--- src/rtl/bist_pkg.sv ---
// Shared definitions for the BIST pattern checker: LFSR polynomial, error
// type codes and controller state encoding.
package bist_pkg;

    localparam logic [7:0] LFSR_TAPS    = 8'hB8;
    localparam logic [1:0] ERR_MISMATCH = 2'b01;
    localparam logic [1:0] ERR_TIMEOUT  = 2'b10;

    typedef enum logic [1:0] {
        IDLE = 2'd0,
        SEND = 2'd1,
        WAIT = 2'd2,
        DONE = 2'd3
    } state_t;

    // Fibonacci step, shift left; feedback is the XOR of bits 7,5,4,3.
    function automatic logic [7:0] lfsr8_next(input logic [7:0] v);
        return {v[6:0], ^(v & LFSR_TAPS)};
    endfunction

endpackage

--- src/rtl/bist_lfsr8.sv ---
// 8-bit Fibonacci LFSR with synchronous load (priority) and advance strobes.
module bist_lfsr8
    import bist_pkg::*;
#(
    parameter logic [7:0] RESET_VAL = 8'hA5
) (
    input  logic       clk,
    input  logic       res_n,
    input  logic       load,
    input  logic [7:0] seed,
    input  logic       adv,
    output logic [7:0] q
);

    logic [7:0] q_q;
    logic [7:0] q_d;

    always_comb begin
        q_d = q_q;
        if (load) begin
            q_d = seed;
        end else if (adv) begin
            q_d = lfsr8_next(q_q);
        end
    end

    always_ff @(posedge clk or negedge res_n) begin
        if (!res_n) begin
            q_q <= RESET_VAL;
        end else begin
            q_q <= q_d;
        end
    end

    assign q = q_q;

endmodule

--- config.mk ---
export PLATFORM = sky130hd
export DESIGN_NAME = bist_lfsr8
export DESIGN_NICKNAME = d
export VERILOG_FILES = /design/src/rtl/bist_pkg.sv /design/src/rtl/bist_lfsr8.sv
export SDC_FILE = /design/constraint.sdc
export NUM_CORES = 1
export LEC_CHECK = 0
export ABC_AREA = 1
export BUFFER_PORTS_ARGS = -buffer_cell sky130_fd_sc_hd__buf_2
export CORE_AREA = 2 2 39 41
export CTS_BUF_LIST = sky130_fd_sc_hd__clkbuf_8
export CTS_CLUSTER_SIZE = 40
export DETAILED_ROUTE_END_ITERATION = 7
export DIE_AREA = 0 0 41 43
export GPL_TIMING_DRIVEN = 0
export HOLD_SLACK_MARGIN = 0.03
export SKIP_LAST_GASP = 1
export SLEW_MARGIN = 20
export SYNTH_ARGS = -nofsm -noshare
export SYNTH_HDL_FRONTEND = slang
export SYNTH_SLANG_ARGS = --single-unit
--- constraint.sdc ---
create_clock -name clk -period 1.56 [get_ports clk]
set_input_delay 0.078 -clock clk [delete_from_list [all_inputs] [get_ports clk]]
set_output_delay 0.078 -clock clk [all_outputs]
set_load 0.01 [all_outputs]
== Word level (Yosys, flattened, before mapping) ==
Index checks and enable logic that the tools add are counted.

* Bits in registers: 8
* Output and inout port bits: 8
* Logic and storage cells: 5

* Mux-type cells: 2
* Reduce and logical (&&, ||, !) cells: 2

{| class="wikitable"
|+ Operators with widths
! cell !! count
|-
| $mux 8 || 2
|-
| $reduce_xor 8->1 || 1
|-
| $reduce_bool 2->1 || 1
|}

== Longest topological paths before layout ==
Gate-level depths: netlist (run 1).

* Depth in word-level cells: 3
* Mapped depth: 6

== Worst setup path before layout (run 1) ==
OpenSTA, ideal clock, no wires.

* Kind: register to register
* From: reg q_q[5], in the netlist q[5]
* To: reg q_q[0], in the netlist q[0]
* Setup time: 0.080 ns
* Arrival time: 0.874 ns
* Required time: 1.480 ns
* Path slack: 0.607 ns
* Cell stages (with the launch flop): 6
* Period minus slack after synthesis: 0.953 ns
* Cells stage by stage: dfstp_2 nor2_1 nor2_1 nand2_1 nand3_1 nand2_1

* Word-level cells in the longest chain between the ends: 3

{| class="wikitable"
|+ RTL lines
! element !! line !! source
|-
| from (decl) || bist_lfsr8.sv:15 || <nowiki>logic [7:0] q_q;</nowiki>
|-
| from (signal assigned) || bist_lfsr8.sv:31 || <nowiki>q_q <= q_d;</nowiki>
|-
| $reduce_xor 8->1 || bist_pkg.sv:18 || <nowiki>return {v[6:0], ^(v & LFSR_TAPS)};</nowiki>
|-
| $mux 8 || bist_lfsr8.sv:22 || <nowiki>end else if (adv) begin</nowiki>
|-
| $mux 8 || bist_lfsr8.sv:20 || <nowiki>if (load) begin</nowiki>
|}

No other way between the ends. The select of a mux whose other input is x is not followed.
A chain may end at the register's enable or synchronous reset.

== Final worst setup path (run 1) ==
* From: reg q_q[7], in the netlist q[7]
* To: out q[7]

{| class="wikitable"
|+ RTL lines
! element !! line !! source
|-
| to (decl) || bist_lfsr8.sv:12 || <nowiki>output logic [7:0] q</nowiki>
|}

No word-level cell between the ends.

==> impl_metrics.yaml, run 1 <==
status:
  outcome: "finished clean"
critical_path:
  crit_slowest_cell: "dfstp_2"
  start_kind: "register"
  startpoint: "q[7]$_DFFE_PN1P_"
  crit_chain: "buf_2"
  critPathCaptureType: "output port"
  crit_type: "register to output port"
  slowest_delay_ns: 0.56
  cp.buffers_inverters: 1
  worstReg2RegStart: "q[5]$_DFFE_PN1P_"
  cp_top_family: "flip-flops"
  worstPathRequired_ns: 1.48
  crit_path_max_fanout: 5
  arrival_ns: 0.93
global_routing:
  grt_pass1_wl_mm: 1.476
  grt_pass1_vias: 362
  grt.busiest_layer: "met2"
  grtUsageTotal: 0.1307
  met3_usage: 0.03665
  met2_usage: 0.1813
  grt_max_degree: 11
  use_met1: 0.1523
  antenna_found_initial: 0
  grt_overflow_total: 0
placement:
  port_buffers: 18
  place_area_um2: 539.3
  gp_congestion: 0.7251
  dp_slack_ns: 0.5948
  dp_hpwl_um: 715.5
drt:
  drt_wl_total_um: 944
  drtAntennaViolNets: 0
  firstDrtPassIters: 4
  drtIter0Drc: 8
  vias: 430
  wl_per_cell_um: 10.04
  drc: 0
  avgViaCountPerCell: 4.574
synth:
  yosysUniqueCellTypes: 11
  ys_seq_elements: 8
  syn-cell-area_um2: 429.2
  synth_area_per_cell_um2: 7.664
  ys_warn_count: 0
  syn_nets: 68
  ys_seq_area_frac: 0.4781
  synthCells: 56
timing:
  layout_setup_ws_ns: 0.5557
  min_period_ns: 1.004
  period_share: 0.6438
  max_freq_mhz: 995.8
  final-setup-viol-count: 0
  worst_pin_slew_ns: 0.1948
  tns_ns: 0
  rsz0062_at_grt: "no"
  fin_skew_ns: 0.0006961
  max_slew_margin: 0.8698
  final_max_slew_viol_count: 0
  final-hold-violation-count: 0
floorplanning:
  dieHeight_um: 43
  fp.dieW_um: 41
  start_util: 0.3101
  std_cell_rows: 14
  core_um2: 1384
  io-pin-count: 20
  die_area_um2: 1763
finish:
  nFillCells: 156
  nets: 92
  antenna_cells: 0
  stdcell_area_um2: 590.6
  syn_to_final_growth_pct: 37.61
  drive_gt1_frac: 0.3718
  utilization: 0.4268
  largest_reg_flops: 8
power:
  internal_power_w: 0.0004615
  switchingPower_w: 0.0001650
  switching_share: 0.2633
  seq_power_share: 0.421
  comb_power_share: 0.189
  p_leak_nw: 0.3169
  clockPowerShare: 0.389
  power_density_nw_per_um2: 1061
  ir_drop_mv: 0.3746
  finalPower_w: 0.0006265
clock_network:
  clock_path_buffers: 2
  post-cts-setup-buffer-count: 0
  worstSkewPairLatency_ns: 0.23
  cts_made_buffers: 3
  clock-sinks: 8
  clk_pin_slew_ns: 0.04
  cts_tree: "yes"
  clockRootBuffer: "clkbuf_8"
  cts_max_level: 1
hold_path:
  min_path_type: "input port to register"
  min_from: "seed[6]"
job:
  max_cap_viol_count: 0
==> cells in the final DEF (no fill, tap or decap) <==
cell type and instances:
dfstp_2 4, a22oi_1 2, nor2_4 2, buf_2 18
nor2_1 2, dlygate4sd3_1 1, nand2_1 28, clkbuf_8 3
inv_1 4, xnor2_1 1, dfrtp_1 4, nand3_1 7
buf_6 1, inv_2 1
==> synthesized netlist by cell type, drive strengths merged <==
cell	n	area, um2
nand2	28	105.1
nand3	7	35.03
inv	5	18.76
dfrtp	4	100.1
dfstp	4	105.1
nor2	4	30.03
a22oi	2	15.01
buf	1	11.26
xnor2	1	8.760
==> kinds of logic (layout without fill, tap and decap cells) <==
kind of cell,after synthesis,after routing,synth area share
compound gates,2,2,0.03498
xor+xnor,1,1,0.02041
buf+inv,6,28,0.06995
flops,8,8,0.4781
simple gates,39,39,0.3965
==> worst paths after layout <==
path	end	slack (ns)	cells past startpoint
min in group asynchronous	q[3]$_DFFE_PN0P_	0.23	2
hold reg to reg	q[3]$_DFFE_PN0P_	0.50	2
setup / recovery	q[7]	0.56	1
hold / removal	q[6]$_DFFE_PN0P_	0.06	3
setup reg to reg	q[0]$_DFFE_PN1P_	0.59	5
max in group asynchronous	q[7]$_DFFE_PN1P_	1.10	2
==> metal layers <==
layer,wire [um],part of all wire,vias up
met5,0,0,-
met4,18,0.019,0
met2,453,0.48,14
met3,57,0.060,2
met1,414,0.44,193
li1,-,-,221
==> what timing repair did <==
| item | CTS | global route |
|---|---|---|
| endpoints found under the hold margin | 8 | 0 |
| gates resized for setup | 0 | 0 |
| hold buffers | 1 | 0 |
==> cell type report <==
class | instances | area (um2) | share of cell area
Timing Repair Buffer | 19 | 100.1 | 0.1695
Buffer | 1 | 11.26 | 0.01907
Tap cell | 16 | 20.02 | 0.03390
Multi-Input combinational cell | 42 | 193.9 | 0.3284
Sequential cell | 8 | 205.2 | 0.3475
Inverter | 5 | 18.77 | 0.03178
Clock buffer | 3 | 41.29 | 0.06992
==> through the flow <==
stage	hold slack (ns)	instances
floorplan	-0.2176	56
finish	0.06444	94
detailed placement	-0.06863	90
global route	0.08050	94
CTS	0.06057	94
global placement	-0.06970	90
==> power by group through the flow <==
| stage | registers, W | logic (W) | clock network (W) |
|---|---|---|---|
| finish | 0.000264 | 0.000119 | 0.000244 |
| global route | 0.000269 | 0.000136 | 0.000266 |
| floorplan | 0.000274 | 0.0000582 | 0 |
| global placement | 0.000266 | 0.000117 | 0 |
| detailed placement | 0.000266 | 0.000119 | 0 |
| CTS | 0.000264 | 0.000121 | 0.000252 |
(Power assumes the default switching activity.)
==> run 2: changes to the inputs <==
Clock period 1.56 ns to 1 ns, I/O delays scaled along.
==> run 2 against run 1 <==
Against the previous run:
- total power rose by 59%
- combinational power rose by 68%
- count of clock-buffer cells in the layout did not move
- global-route usage did not move
- flip-flop and latch count did not move
- critical path depth did not move
- final area rose by 3.0%
- routed wire length rose by 3.3%
- critical endpoint unchanged
- largest cell class unchanged
==> impl_metrics.yaml, run 2 (synthesized netlist as in run 1, its figures left out) <==
critical_path:
  r2r-end: "q[0]$_DFFE_PN1P_"
  crit_chain: "buf_2"
  cp.buffers_inverters: 1
  cp_top_family: "flip-flops"
  reg2reg_slack_ns: 0.05
  slowest_delay_ns: 0.56
  arrival_ns: 0.92
  crit_slowest_cell: "dfstp_2"
  startpoint: "q[7]$_DFFE_PN1P_"
  reg2reg_depth: 6
  crit_type: "register to output port"
  critPathCaptureType: "output port"
  crit_path_max_fanout: 5
  start_kind: "register"
  worstReg2RegStart: "q[7]$_DFFE_PN1P_"
  cp.depth: 1
  worstPathRequired_ns: 0.95
global_routing:
  grt_pass1_wl_mm: 1.476
  grtUsageTotal: 0.1307
  grt_overflow_total: 0
  grt_pass1_vias: 362
  antenna_found_initial: 0
  grt_max_degree: 11
finish:
  antenna_cells: 0
  nets: 94
  layout_common_cells: "nand2_1 (28), buf_2 (18), nand3_1 (7)"
  drive_gt1_frac: 0.4000
  final_common_cell: "nand2_1"
  multi_input_area_um2: 196.4
  seq_area_um2: 205.2
  nFillCells: 153
  largest_reg_flops: 8
  syn_to_final_growth_pct: 41.69
clock_network:
  clockRootBuffer: "clkbuf_8"
  clock-sinks: 8
  cts_max_level: 1
  clk_pin_slew_ns: 0.04
  worstSkewPairLatency_ns: 0.23
  clock_path_buffers: 2
  cts_tree: "yes"
  cts_made_buffers: 3
hold_path:
  min_from: "seed[6]"
  holdPathEnd: "q[6]$_DFFE_PN0P_"
  min_path_type: "input port to register"
  hold_depth: 3
floorplanning:
  die_area_um2: 1763
  std_cell_rows: 14
  io-pin-count: 20
  start_util: 0.3101
  core_um2: 1384
  fp.dieW_um: 41
  dieHeight_um: 43
placement:
  port_buffers: 18
  gp_congestion: 0.7251
  dp_hpwl_um: 715.5
  dp_slack_ns: 0.03483
drt:
  drt_wl_total_um: 975
  routed.top_layer: "met4"
  firstDrtPassIters: 4
  wl_per_cell_um: 10.16
  vias: 440
  drc: 0
  drtIter0Drc: 8
  met2_length_um: 460
  wl_met3_um: 57
  drtAntennaViolNets: 0
  avgViaCountPerCell: 4.583
  wl_met1_um: 438
timing:
  min_period_ns: 0.9736
  max_freq_mhz: 1027
  final-setup-viol-count: 0
  fin_skew_ns: 0.0004232
  max_slew_margin: 0.8699
  period_share: 0.9736
  final-hold-violation-count: 0
  worst_pin_slew_ns: 0.1947
  layout_setup_ws_ns: 0.02639
  final_max_slew_viol_count: 0
  rsz0062_at_grt: "yes"
status:
  outcome: "finished clean"
job:
  max_cap_viol_count: 0
power:
  finalPower_w: 0.0009936
  p_leak_nw: 0.3269
  ir_drop_mv: 0.5868
  power_density_nw_per_um2: 1634
run 2: worst max-delay path by stage:
| stage | to | slack [ns] |
|---|---|---|
| finish | q[7] | 0.03 |
| global route | q[0]$_DFFE_PN1P_ | -0.03 |
| CTS | q[7] | 0.02 |
| detailed placement | q[0]$_DFFE_PN1P_ | 0.03 |
| global placement | q[0]$_DFFE_PN1P_ | 0.04 |
| floorplan | q[0]$_DFFE_PN1P_ | 0.05 |
run 2: final cells by class:
cell class | instances | area share
Buffer | 1 | 0.01852
Sequential cell | 8 | 0.3374
Inverter | 5 | 0.03086
Tap cell | 16 | 0.03292
Clock buffer | 3 | 0.06790
Timing Repair Buffer | 21 | 0.1893
Multi-Input combinational cell | 42 | 0.3230
run 2: what timing repair did:
item                                    CTS  global route
endpoints found under the hold margin     8             0
buffers inserted                          0             2
resized for setup                         0             1
hold buffers                              1             0
endpoints found under the setup margin    0             2
run 2: stage by stage:
step	TNS (ns)	instances	hold slack, ns	utilization	area, um2
floorplan	0	56	-0.2456	-	429.2
global placement	0	90	-0.09770	0.3897	539.3
detailed placement	0	90	-0.09663	0.3897	539.3
CTS	0	94	0.03257	0.4268	590.6
global route	-0.03525	96	0.05250	0.4394	608.1
finish	0	96	0.03606	0.4394	608.1
run 2: report_power, final:
| part | switching, W | internal [W] |
|---|---|---|
| registers | 0.0000376 | 0.000374 |
| clock network | 0.000121 | 0.000260 |
| logic | 0.000104 | 0.0000959 |
| total | 0.000263 | 0.000731 |
run 2: layer usage:
metal | global-route usage | vias up
met5 | 0 | -
met4 | 0.1200 | 0
li1 | - | 224
met3 | 0.03665 | 2
met2 | 0.1813 | 14
met1 | 0.1523 | 200
